$ cat src/rtl/cpu_bus_pkg.sv
// Shared CPU bus arbitration types: state encodings, bus widths and the latched request payload.
package cpu_bus_pkg;

  localparam int unsigned BUS_AW = 32;
  localparam int unsigned BUS_DW = 32;
  localparam int unsigned TMO_W  = 16;

  typedef enum logic [1:0] {
    ARB_IDLE  = 2'd0,
    ARB_BUSY  = 2'd1,
    ARB_ABORT = 2'd2
  } arb_state_e;

  typedef struct packed {
    logic              rw;
    logic [BUS_AW-1:0] address;
    logic [BUS_DW-1:0] wdata;
  } bus_req_t;

endpackage

$ cat src/rtl/cpu_bus_rr_pick.sv
// Round-robin pick: first set request searching upward from last+1, wrapping modulo PORTS.
module cpu_bus_rr_pick
  import cpu_bus_pkg::*;
#(
  parameter int unsigned PORTS = 4,
  parameter int unsigned IW    = 2
) (
  input  logic [PORTS-1:0] i_req,
  input  logic [IW-1:0]    i_last,
  output logic [IW-1:0]    o_winner_c,
  output logic             o_valid_c
);

  // Scan the rotated request vector; the port just served is checked last.
  always_comb begin
    int unsigned k;
    k          = 0;
    o_valid_c  = 1'b0;
    o_winner_c = '0;
    for (int unsigned i = 1; i <= PORTS; i++) begin
      k = (32'(i_last) + i) % PORTS;
      if (!o_valid_c && i_req[IW'(k)]) begin
        o_valid_c  = 1'b1;
        o_winner_c = IW'(k);
      end
    end
  end

endmodule

$ cat src/rtl/cpu_bus_rr_arbiter.sv
// Round-robin arbiter sharing one CPU bus master port among PORTS requesters.
// Optional watchdog enabled by defining CPU_BUS_ARB_TIMEOUT_EN.
module cpu_bus_rr_arbiter
  import cpu_bus_pkg::*;
#(
  parameter int unsigned PORTS   = 4,
  parameter int unsigned TIMEOUT = 255
) (
  input  logic                      i_clock,
  input  logic                      i_reset,
  input  logic [PORTS-1:0]          i_req,
  input  logic [PORTS-1:0]          i_rw,
  input  logic [BUS_AW*PORTS-1:0]   i_address,
  input  logic [BUS_DW*PORTS-1:0]   i_wdata,
  output logic [PORTS-1:0]          o_ready,
  output logic [BUS_DW*PORTS-1:0]   o_rdata,
  output logic [PORTS-1:0]          o_grant,
  output logic                      o_bus_request,
  output logic                      o_bus_rw,
  output logic [BUS_AW-1:0]         o_bus_address,
  output logic [BUS_DW-1:0]         o_bus_wdata,
  input  logic                      i_bus_ready,
  input  logic [BUS_DW-1:0]         i_bus_rdata,
  output logic [PORTS-1:0]          o_error
);

  localparam int unsigned IW = (PORTS > 1) ? $clog2(PORTS) : 1;

  arb_state_e       state_q, state_d;
  logic [IW-1:0]    last_q, last_d;
  logic [PORTS-1:0] grant_q, grant_d;
  bus_req_t         bus_q, bus_d;
  bus_req_t         sel_c;
  logic [IW-1:0]    win_idx_c;
  logic             win_valid_c;

`ifdef CPU_BUS_ARB_TIMEOUT_EN
  logic [TMO_W-1:0] cnt_q, cnt_d, cnt_inc_c;
  assign cnt_inc_c = cnt_q + TMO_W'(1);
`else
  logic unused_timeout_c;
  assign unused_timeout_c = ^TMO_W'(TIMEOUT);
`endif

  cpu_bus_rr_pick #(
    .PORTS (PORTS),
    .IW    (IW)
  ) u_pick (
    .i_req      (i_req),
    .i_last     (last_q),
    .o_winner_c (win_idx_c),
    .o_valid_c  (win_valid_c)
  );

  // Payload of the current round-robin winner.
  always_comb begin
    sel_c = '0;
    for (int k = 0; k < int'(PORTS); k++) begin
      if (win_idx_c == IW'(k)) begin
        sel_c.rw      = i_rw[k];
        sel_c.address = i_address[k*BUS_AW +: BUS_AW];
        sel_c.wdata   = i_wdata[k*BUS_DW +: BUS_DW];
      end
    end
  end

  // Next-state, grant and bus payload selection.
  always_comb begin
    state_d = state_q;
    last_d  = last_q;
    grant_d = grant_q;
    bus_d   = bus_q;
`ifdef CPU_BUS_ARB_TIMEOUT_EN
    cnt_d   = cnt_q;
`endif
    case (state_q)
      ARB_IDLE: begin
        if (win_valid_c) begin
          state_d = ARB_BUSY;
          last_d  = win_idx_c;
          grant_d = PORTS'(1) << win_idx_c;
          bus_d   = sel_c;
`ifdef CPU_BUS_ARB_TIMEOUT_EN
          cnt_d   = '0;
`endif
        end
      end
      ARB_BUSY: begin
        if (i_bus_ready) begin
          state_d = ARB_IDLE;
          grant_d = '0;
        end
`ifdef CPU_BUS_ARB_TIMEOUT_EN
        else begin
          cnt_d = cnt_inc_c;
          if (cnt_inc_c == TMO_W'(TIMEOUT)) begin
            state_d = ARB_ABORT;
          end
        end
`endif
      end
      ARB_ABORT: begin
        state_d = ARB_IDLE;
        grant_d = '0;
      end
      default: begin
        state_d = ARB_IDLE;
        grant_d = '0;
      end
    endcase
  end

  // State and payload registers with synchronous reset.
  always_ff @(posedge i_clock) begin
    if (i_reset) begin
      state_q <= ARB_IDLE;
      last_q  <= IW'(PORTS - 1);
      grant_q <= '0;
      bus_q   <= '0;
`ifdef CPU_BUS_ARB_TIMEOUT_EN
      cnt_q   <= '0;
`endif
    end else begin
      state_q <= state_d;
      last_q  <= last_d;
      grant_q <= grant_d;
      bus_q   <= bus_d;
`ifdef CPU_BUS_ARB_TIMEOUT_EN
      cnt_q   <= cnt_d;
`endif
    end
  end

  assign o_grant       = grant_q;
  assign o_bus_request = (state_q == ARB_BUSY);
  assign o_bus_rw      = bus_q.rw;
  assign o_bus_address = bus_q.address;
  assign o_bus_wdata   = bus_q.wdata;
  assign o_ready       = (state_q == ARB_BUSY && i_bus_ready) ? (grant_q & i_req) : '0;

  // Read data steered only to the owning, still-requesting reader.
  for (genvar g = 0; g < int'(PORTS); g++) begin : g_rdata
    assign o_rdata[g*BUS_DW +: BUS_DW] =
      (state_q == ARB_BUSY && grant_q[g] && i_req[g] && !bus_q.rw) ? i_bus_rdata : '0;
  end

`ifdef CPU_BUS_ARB_TIMEOUT_EN
  assign o_error = (state_q == ARB_ABORT) ? grant_q : '0;
`else
  assign o_error = '0;
`endif

endmodule

$ cat config.mk
export PLATFORM = sky130hd
export DESIGN_NAME = cpu_bus_rr_arbiter
export DESIGN_NICKNAME = d
export VERILOG_FILES = /design/src/rtl/cpu_bus_pkg.sv /design/src/rtl/cpu_bus_rr_pick.sv /design/src/rtl/cpu_bus_rr_arbiter.sv
export SDC_FILE = /design/constraint.sdc
export NUM_CORES = 1
export LEC_CHECK = 0
export CAP_MARGIN = 40
export CORE_AREA = 2 2 198 200
export CTS_CLUSTER_SIZE = 14
export DETAILED_ROUTE_END_ITERATION = 6
export DIE_AREA = 0 0 200 202
export SYNTH_ARGS = -nofsm -noshare
export SYNTH_HDL_FRONTEND = slang
export SYNTH_SLANG_ARGS = --single-unit
$ cat constraint.sdc
create_clock -name i_clock -period 1.6 [get_ports i_clock]
set_input_delay 0.16 -clock i_clock [delete_from_list [all_inputs] [get_ports i_clock]]
set_output_delay 0.16 -clock i_clock [all_outputs]
set_load 0.01 [all_outputs]
======== Word level (Yosys, flattened, before mapping) ========
Index checks and enable logic that the tools add are counted.
word-level totals
  flip-flop bits (word level) ............. 73
  input bits .............................. 299
  output and inout port bits .............. 206
cells by class
  $add $sub $neg .......................... 4
  magnitude comparators ................... 4
  eq/ne operators ......................... 6
  shift-type cells ........................ 1
  mux-type cells .......................... 31
  bitwise logic cells ..................... 1
  reduce and logical (&&, ||, !) cells .... 24
operators with widths
  operator                                                                       count
  65-bit 2-to-1 mux                                                              4
  32-bit 2-to-1 mux                                                              4
  1-bit logical AND                                                              16
  2-bit by 3-bit less-than comparator with 1-bit output (second input constant)  4
  2-bit 2-to-1 mux                                                               6
  4-bit 2-to-1 mux                                                               3
  1-bit binary-select mux with 2-bit select                                      4
  1-bit 2-to-1 mux                                                               8
  4-bit one-hot mux with 2 select lines                                          1
  2-bit by 1-bit adder with 2-bit output (second input constant)                 2
  2-bit adder (second input constant)                                            2
  4-bit bitwise AND                                                              1
  2-bit by 1-bit == test with 1-bit output (second input constant)               2
  2-bit == test (second input constant)                                          2
  1-bit zero test                                                                4
  2-bit zero test                                                                2
  2-bit by 1-bit inequality test with 1-bit output (second input constant)       2
  2-bit one-hot mux with 2 select lines                                          1
  2-bit AND reduction                                                            2
  1-bit by 2-bit left shift with 4-bit output (first input constant)             1

======== Logic depth before layout (Yosys ltp) ========
Gate-level depths: netlist (run 1).
  word-level depth ........................ 18
  depth in mapped cells ................... 8

======== Hierarchy ========
From an unflattened synthesis (run 1), not the netlist that was laid out.
unflattened totals
  cell total of the unflattened synthesis .. 564
  area, all modules ....................... 5,004.8 um^2
by module, submodules not included
  module              instances  cells each  area each (um^2)  sequential area each (um^2)
  cpu_bus_rr_arbiter  1          550         4,913.5           1,441.4
  cpu_bus_rr_pick     1          14          91.3              0.0

======== Least setup slack after synthesis (run 1) ========
OpenSTA, ideal clock, no wires.
  path type ............................... reg-to-reg
  start ................................... reg last_q[1]
  end ..................................... reg bus_q (netlist bit o_bus_address[27])
  arrival ................................. 1,477 ps
  data required time ...................... 1,466 ps
  path slack .............................. -11 ps
  stages on the path, launching flop included .. 8
  buffers on the path ..................... 2
  period minus slack after synthesis ...... 1,611 ps
  cells stage by stage .................... dfxtp_1 > buf_4 > nand2_1 > a31o_2 > or2_1 > buf_2 > a211oi_1 > o41ai_2
between the ends
  longest elaborated chain between the ends .. 18
  elaborated cells on any way between the ends .. 35
  those cells by class .................... add/sub (4); eq/ne (3); mux (20); reduce/logical (8)
RTL lines
  element                                    RTL line                   text
  from (decl)                                cpu_bus_rr_arbiter.sv:30   logic [IW-1:0] last_q, last_d;
  from (signal assigned)                     cpu_bus_rr_arbiter.sv:117  last_q <= IW'(PORTS - 1);
  from (signal assigned)                     cpu_bus_rr_arbiter.sv:125  last_q <= last_d;
  2-bit by 1-bit adder with 2-bit output     cpu_bus_rr_pick.sv:21      k = (32'(i_last) + i) % PORTS;
  1-bit binary-select mux with 2-bit select  cpu_bus_rr_pick.sv:22      if (!o_valid_c && i_req[IW'(k)]) begin
  1-bit 2-to-1 mux (not written as such)     cpu_bus_rr_pick.sv:22
  1-bit 2-to-1 mux                           cpu_bus_rr_pick.sv:22
  1-bit zero test                            cpu_bus_rr_pick.sv:22
  1-bit logical AND                          cpu_bus_rr_pick.sv:22
  1-bit 2-to-1 mux                           cpu_bus_rr_pick.sv:22
  1-bit zero test                            cpu_bus_rr_pick.sv:22
  1-bit logical AND                          cpu_bus_rr_pick.sv:22
  1-bit 2-to-1 mux                           cpu_bus_rr_pick.sv:22
  1-bit zero test                            cpu_bus_rr_pick.sv:22
  1-bit logical AND                          cpu_bus_rr_pick.sv:22
  2-bit 2-to-1 mux                           cpu_bus_rr_pick.sv:22
  2-bit zero test                            cpu_bus_rr_arbiter.sv:59   if (win_idx_c == IW'(k)) begin
  65-bit 2-to-1 mux (4 in a row)             cpu_bus_rr_arbiter.sv:59
  to (signal assigned)                       cpu_bus_rr_arbiter.sv:127  bus_q <= bus_d;
  to (decl)                                  cpu_bus_rr_arbiter.sv:32   bus_req_t bus_q, bus_d;
Several ways; a longest one is shown, not always the timed one. The select of a mux whose other input is x is not followed.
A chain may end at the register's enable or synchronous reset.

======== Final worst setup path (run 1) ========
  start ................................... reg last_q[1]
  end ..................................... reg bus_q (netlist bit o_bus_address[6])
Same word-level chain as after synthesis.

==> results of run 1 <==
## metrics by stage
stage	hold WS [ns]	utilization [%]
floorplan	0.260	-
global placement	0.434	29.9
detailed placement	0.439	29.9
CTS	0.319	33.2
global route	0.306	36.6
finish	0.303	36.6
## cell families (layout without fill, tap and decap cells)
group	count (synthesis)	count (layout)	synth area share (%)
DFF	72	72	27.7
AOI/OAI and AO/OA	218	218	31.0
other	1	5	0.0719
and+or+nand+nor	316	316	33.1
muxes	1	1	0.216
buffers and inverters	82	682	8.02
## power groups by stage
stage                     combinational (mW)  clock, mW  sequential (mW)
after floorplan                         1.11          0             2.29
after global placement                  3.33          0             2.19
after detailed placement                3.34          0             2.19
after global routing                    4.55       2.20             2.19
after CTS                               3.85       2.14             2.16
final                                   4.30       2.05             2.16
## placed cells by master, fill, tap and decap left out, drive strengths merged, types with 4 or more instances in the layout
master,netlist,routed
o221ai,48,48
and2,130,130
o21ai,55,55
clkdlybuf4s50,0,359
nand3,5,5
clkbuf,42,17
conb,1,4
a21oi,8,8
buf,37,289
a211oi,54,54
o32ai,12,12
dlygate4sd2,0,4
a2bb2oi,12,12
nor3,12,12
inv,3,4
and3,53,53
nor2,34,34
nand2,71,71
a21boi,4,4
nor2b,4,4
dfxtp,72,72
o211ai,14,14
## flip-flops by register name, indices dropped and copies added, names as in the netlist
register       flops
o_bus_wdata       32
last_q             2
o_bus_address     32
o_bus_rw           1
o_grant            4
state_q            1
## worst paths after layout
check             slack, ns                end         startpoint
setup / recovery      -0.28   o_bus_address[6]          last_q[1]
hold / removal         0.30  o_bus_address[25]            i_reset
setup reg to reg      -0.28   o_bus_address[6]          last_q[1]
hold reg to reg        0.45  o_bus_address[23]  o_bus_address[23]
## worst max-delay path: stages, from the launching register on
cell      delay [ns]
dfxtp_2         0.35
mux2_4          0.32
a22oi_4         0.20
nand2_4         0.11
buf_12          0.16
buf_12          0.13
buf_16          0.14
a211oi_4        0.23
o21ai_1         0.10
## what timing repair did
item / in CTS / in global routing
resized for setup: 751 / 261
setup buffers: 42 / 19
pin swaps: 39 / 52
endpoints found under the setup margin: 205 / 203
gates cloned: 16 / 6
## layout make-up
cell class / count / area (um2)
Clock inverter: 5 / 31.3
Multi-Input combinational cell: 539 / 4370
Tap cell: 518 / 648
Timing Repair Buffer: 663 / 7280
Inverter: 3 / 11.3
Antenna cell: 1 / 2.50
Sequential cell: 72 / 1450
Fill cell: 3840 / 24300
Clock buffer: 11 / 243
## per-layer routing
layer  track usage, %  up-vias  share of wire (%)
met5                0        -               0.10
met4             6.51        6                3.4
met3             5.07       61                8.2
met2             32.6      410                 52
met1             18.2     3763                 36
li1                 -     3719                  -
==> results.txt, run 1 <==
Violated checks: setup timing
Pint: 5.56 mW
Sw Ratio: 34.7%
Routed Antenna Nets: 0
Post-synthesis sequential area ratio: 27.7%
Type of destination of the critical path: flop
Finished Cell Area: 0.0140 mm2
Top Ports: 505
CP max FO: 6
Routed WL: 39200 um
Top-count cell post-synth: and2_1
CP Class: reg -> reg
# port buffers: 500
Yosys cell types: 48
Worst hold stages: 5
Maxcap violations: 0
Period utilization: 117%
Nets: 1587
Clock group share of total power: 24.1%
Syn avg cell area: 7.55 um2
GRT Residual Overflow: 0
Status: complete, but fails checks
CTS Hold Bufs: 0
CTS tree: yes
Slew Viols, Final: 0
Clock buffer count from CTS: 9
All-layer global routing usage: 17.4%
Top cells by area, synth: dfxtp_1 (28%), and2_1 (16%), o221ai_1 (8.1%)
CTS Root Cell: clkbuf_16
Worst setup SP type: flop
Number of global-route vias before repair: 7947
RSZ-0062 raised after global routing: true
Clock slew at reported path FFs: 0.07 ns
Global-route wire length before repair: 51100 um
Pleak: 5.65 nW
Worst Hold Class: in -> reg
Clk_skew: 0.00913 ns
Fraction of layout cells with a size suffix above 1: 43.3%
Synthesized area: 0.00521 mm2
Switching power total: 2.96 mW
DRT iter0 DRCs: 267
DP Area: 0.0114 mm2
Synth Instances: 690
Total number of vias: 7959
WP data required: 1.85 ns
Most instantiated cells after synthesis: and2_1 (130), dfxtp_1 (72), nand2_1 (70)
Final HPWL DP: 27000 um
FF-to-FF path depth: 8
Die area: 0.0404 mm2
Initial Util: 13.6%
VDD IR max: 534 uV
DR WL/cell: 21.6 um
Synth-to-layout area growth: 169%
Antenna violations before repair: 6
Reg power frac: 25.4%
Post-synth EDFFs: 0
DIE HEIGHT: 202 um
Comb power frac: 50.5%
Crit path DAT: 2.13 ns
Sum Neg Setup Slack: -30.41 ns
Clk buf depth: 2
# DRC: 0
Final Setup Violations: 191
# rows: 72
Fin. Hold Viols: 0
H-tree Lvls: 3
Design Power: 8.52 mW
Synth area leader: dfxtp_1
Placed insts: 1721
Worst-skew pair later-pin latency: 0.36 ns
Power density cells: 607 mW/mm2
Fmax: 0.533 GHz
Worst slack, placed: -0.734 ns
Post-synth top flop: dfxtp_1
Setup ws final: -0.276 ns
Placer Congestion: 0.870
Clk sinks: 72
Asr flop ratio synth: 0%
Ys Warns: 0
Vias/cell: 4.39
Core Area: 0.0383 mm2
Top cell type's share of synthesized area: 27.7%
Largest net degree at the start of global routing: 50
Yosys reg bits: 72
TritonRoute pass-1 iters: 7
Non-Filler Instances: 1812
Final Critical Period: 1.88 ns
DIE WIDTH: 200 um
Note: power is estimated with default switching activity, not from simulation.
==> run 2, diff against run 1 <==
- CORE_AREA: 2 2 198 200 -> 8 8 188 190
- DIE_AREA: 0 0 200 202 -> 0 0 196 198
==> results.txt, run 2 (synthesis results as in run 1) <==
Pleak: 5.41 nW
Violated checks: setup timing
Final HPWL DP: 28900 um
Grt met3 use: 6.26%
Worst Hold Class: in -> reg
Number of global-route vias before repair: 8031
Setup ws final: -0.321 ns
Fraction of layout cells with a size suffix above 1: 38.3%
Nets: 1586
Fin. Hold Viols: 0
Post-layout util: 41.1%
Crit path DAT: 1.76 ns
Type of destination of the critical path: primary output
Crit-path leading delay family: buffers and inverters
TritonRoute pass-1 iters: 4
Hold Slack: 0.435 ns
H-tree Lvls: 3
Worst-skew pair later-pin latency: 0.36 ns
M1 GR Usage: 18.1%
CTS tree: yes
Design Power: 8.51 mW
GRT Residual Overflow: 0
Core Area: 0.0322 mm2
Routed Antenna Nets: 0
Worst r2r src: last_q[1]
# rows: 66
Power density cells: 642 mW/mm2
Cell mode on critical path: buf_6
Cell Chain, Critical Path: nand2b_4, buf_6, nor2_4, buf_6, buf_6, buf_16, buf_6, and2_4, buf_6
Worst setup SP type: flop
Global-route wire length before repair: 52300 um
Final Setup Violations: 190
Total number of vias: 7920
Commonest non-fill, non-tap cell in the layout: clkdlybuf4s50_1
CP Class: reg -> out
Status: complete, but fails checks
CP peak stage delay: 0.32 ns
Routed WL: 41300 um
Vias/cell: 4.66
DIE WIDTH: 196 um
CTS Root Cell: clkbuf_16
Clk buf depth: 2
VDD IR max: 433 uV
Layout filler cell count: 3232
# DRC: 0
WP data required: 1.44 ns
Initial Util: 16.2%
CP Buf/Inv Count: 6
Final Critical Period: 1.92 ns
Maxcap violations: 0
Clock slew at reported path FFs: 0.08 ns
RSZ-0062 raised after global routing: true
Clk_skew: 0.0161 ns
Slowest-stage cell, CP: dfxtp_2
DRT iter0 DRCs: 271
Crit. Startpoint: o_bus_rw
Antenna violations before repair: 4
Largest net degree at the start of global routing: 49
Top Ports: 505
Clk sinks: 72
DR WL/cell: 24.3 um
Most frequent cells in the layout: clkdlybuf4s50_1 (363), buf_4 (85), buf_6 (79)
Placer Congestion: 0.879
Busiest grt layer: met2
Die area: 0.0388 mm2
Slew Viols, Final: 0
CP max FO: 7
Fmax: 0.520 GHz
Clock buffer count from CTS: 9
All-layer global routing usage: 17.7%
Synth-to-layout area growth: 154%
GR Layer Usage met2: 34.3%
Hold_sp: i_bus_ready
DIE HEIGHT: 198 um
Period utilization: 120%
CTS Hold Bufs: 0
# port buffers: 500
==> run 2: cell count changes in the layout (fill, tap and decap cells not counted), sizes merged <==
| cell | change |
|---|---|
| clkbuf | +26 |
| clkinvlp | +2 |
| clkdlybuf4s50 | +4 |
| clkinv | -3 |
| inv | +3 |
| buf | -29 |
| bufbuf | -2 |
| dlymetal6s2s | -2 |
==> run 2: what timing repair did <==
action / 4_1_cts / 5_1_grt
pin swaps: 2 / 75
setup buffers: 10 / 40
resized for setup: 324 / 484
cloned: 5 / 20
setup endpoints to repair: 203 / 202
==> run 2: final cells by class <==
| type | instances | area [um2] | share of cell area, % |
|---|---|---|---|
| Antenna cell | 1 | 2.50 | 0.0189 |
| Clock buffer | 9 | 225 | 1.70 |
| Clock inverter | 7 | 62.6 | 0.472 |
| Inverter | 3 | 11.3 | 0.0850 |
| Multi-Input combinational cell | 539 | 4180 | 31.5 |
| Sequential cell | 72 | 1450 | 11.0 |
| Tap cell | 408 | 510 | 3.85 |
| Timing Repair Buffer | 662 | 6800 | 51.4 |
==> run 2: where the power goes <==
part	switching, mW	leakage, nW	internal [mW]	total (mW)
clock	1.04	0.133	1.09	2.13
combinational	1.81	4.68	2.39	4.20
sequential	0.141	0.597	2.03	2.17
total	3.00	5.41	5.51	8.51
==> run 2: metrics by stage <==
| stage | TNS, ns | instance area (um2) | worst slack [ns] | cells |
|---|---|---|---|---|
| after floorplan | 0 | 5230 | 0.0214 | 693 |
| after global placement | -101.41 | 11300 | -0.717 | 1613 |
| after detailed placement | -106.32 | 11300 | -0.725 | 1613 |
| after CTS | -40.13 | 11700 | -0.454 | 1644 |
| after global routing | -47.45 | 13200 | -0.384 | 1700 |
| final | -34.80 | 13200 | -0.321 | 1701 |
==> run 2: worst paths after layout <==
path                            slack (ns)           endpoint  cells after the start
worst max-delay path                 -0.32        o_rdata[21]                      9
worst min-delay path                  0.43         state_q[0]                      2
worst max register to register       -0.27    o_bus_wdata[24]                      9
worst min register to register        0.44  o_bus_address[10]                      2
==> run 2: routing by layer <==
layer,part of all wire (%),wire (um)
met1,37,15500
met2,53,21800
met3,7.8,3200
met4,1.9,779
met5,0.099,41
==> run 2: worst register-to-register path, stage by stage, from the launching register on <==
cell,delay [ns]
dfxtp_4,0.37
mux2_4,0.31
a22oi_4,0.22
buf_12,0.15
buf_8,0.12
clkbuf_16,0.16
clkbuf_16,0.14
and3_1,0.18
a211oi_2,0.05
o21ai_1,0.11
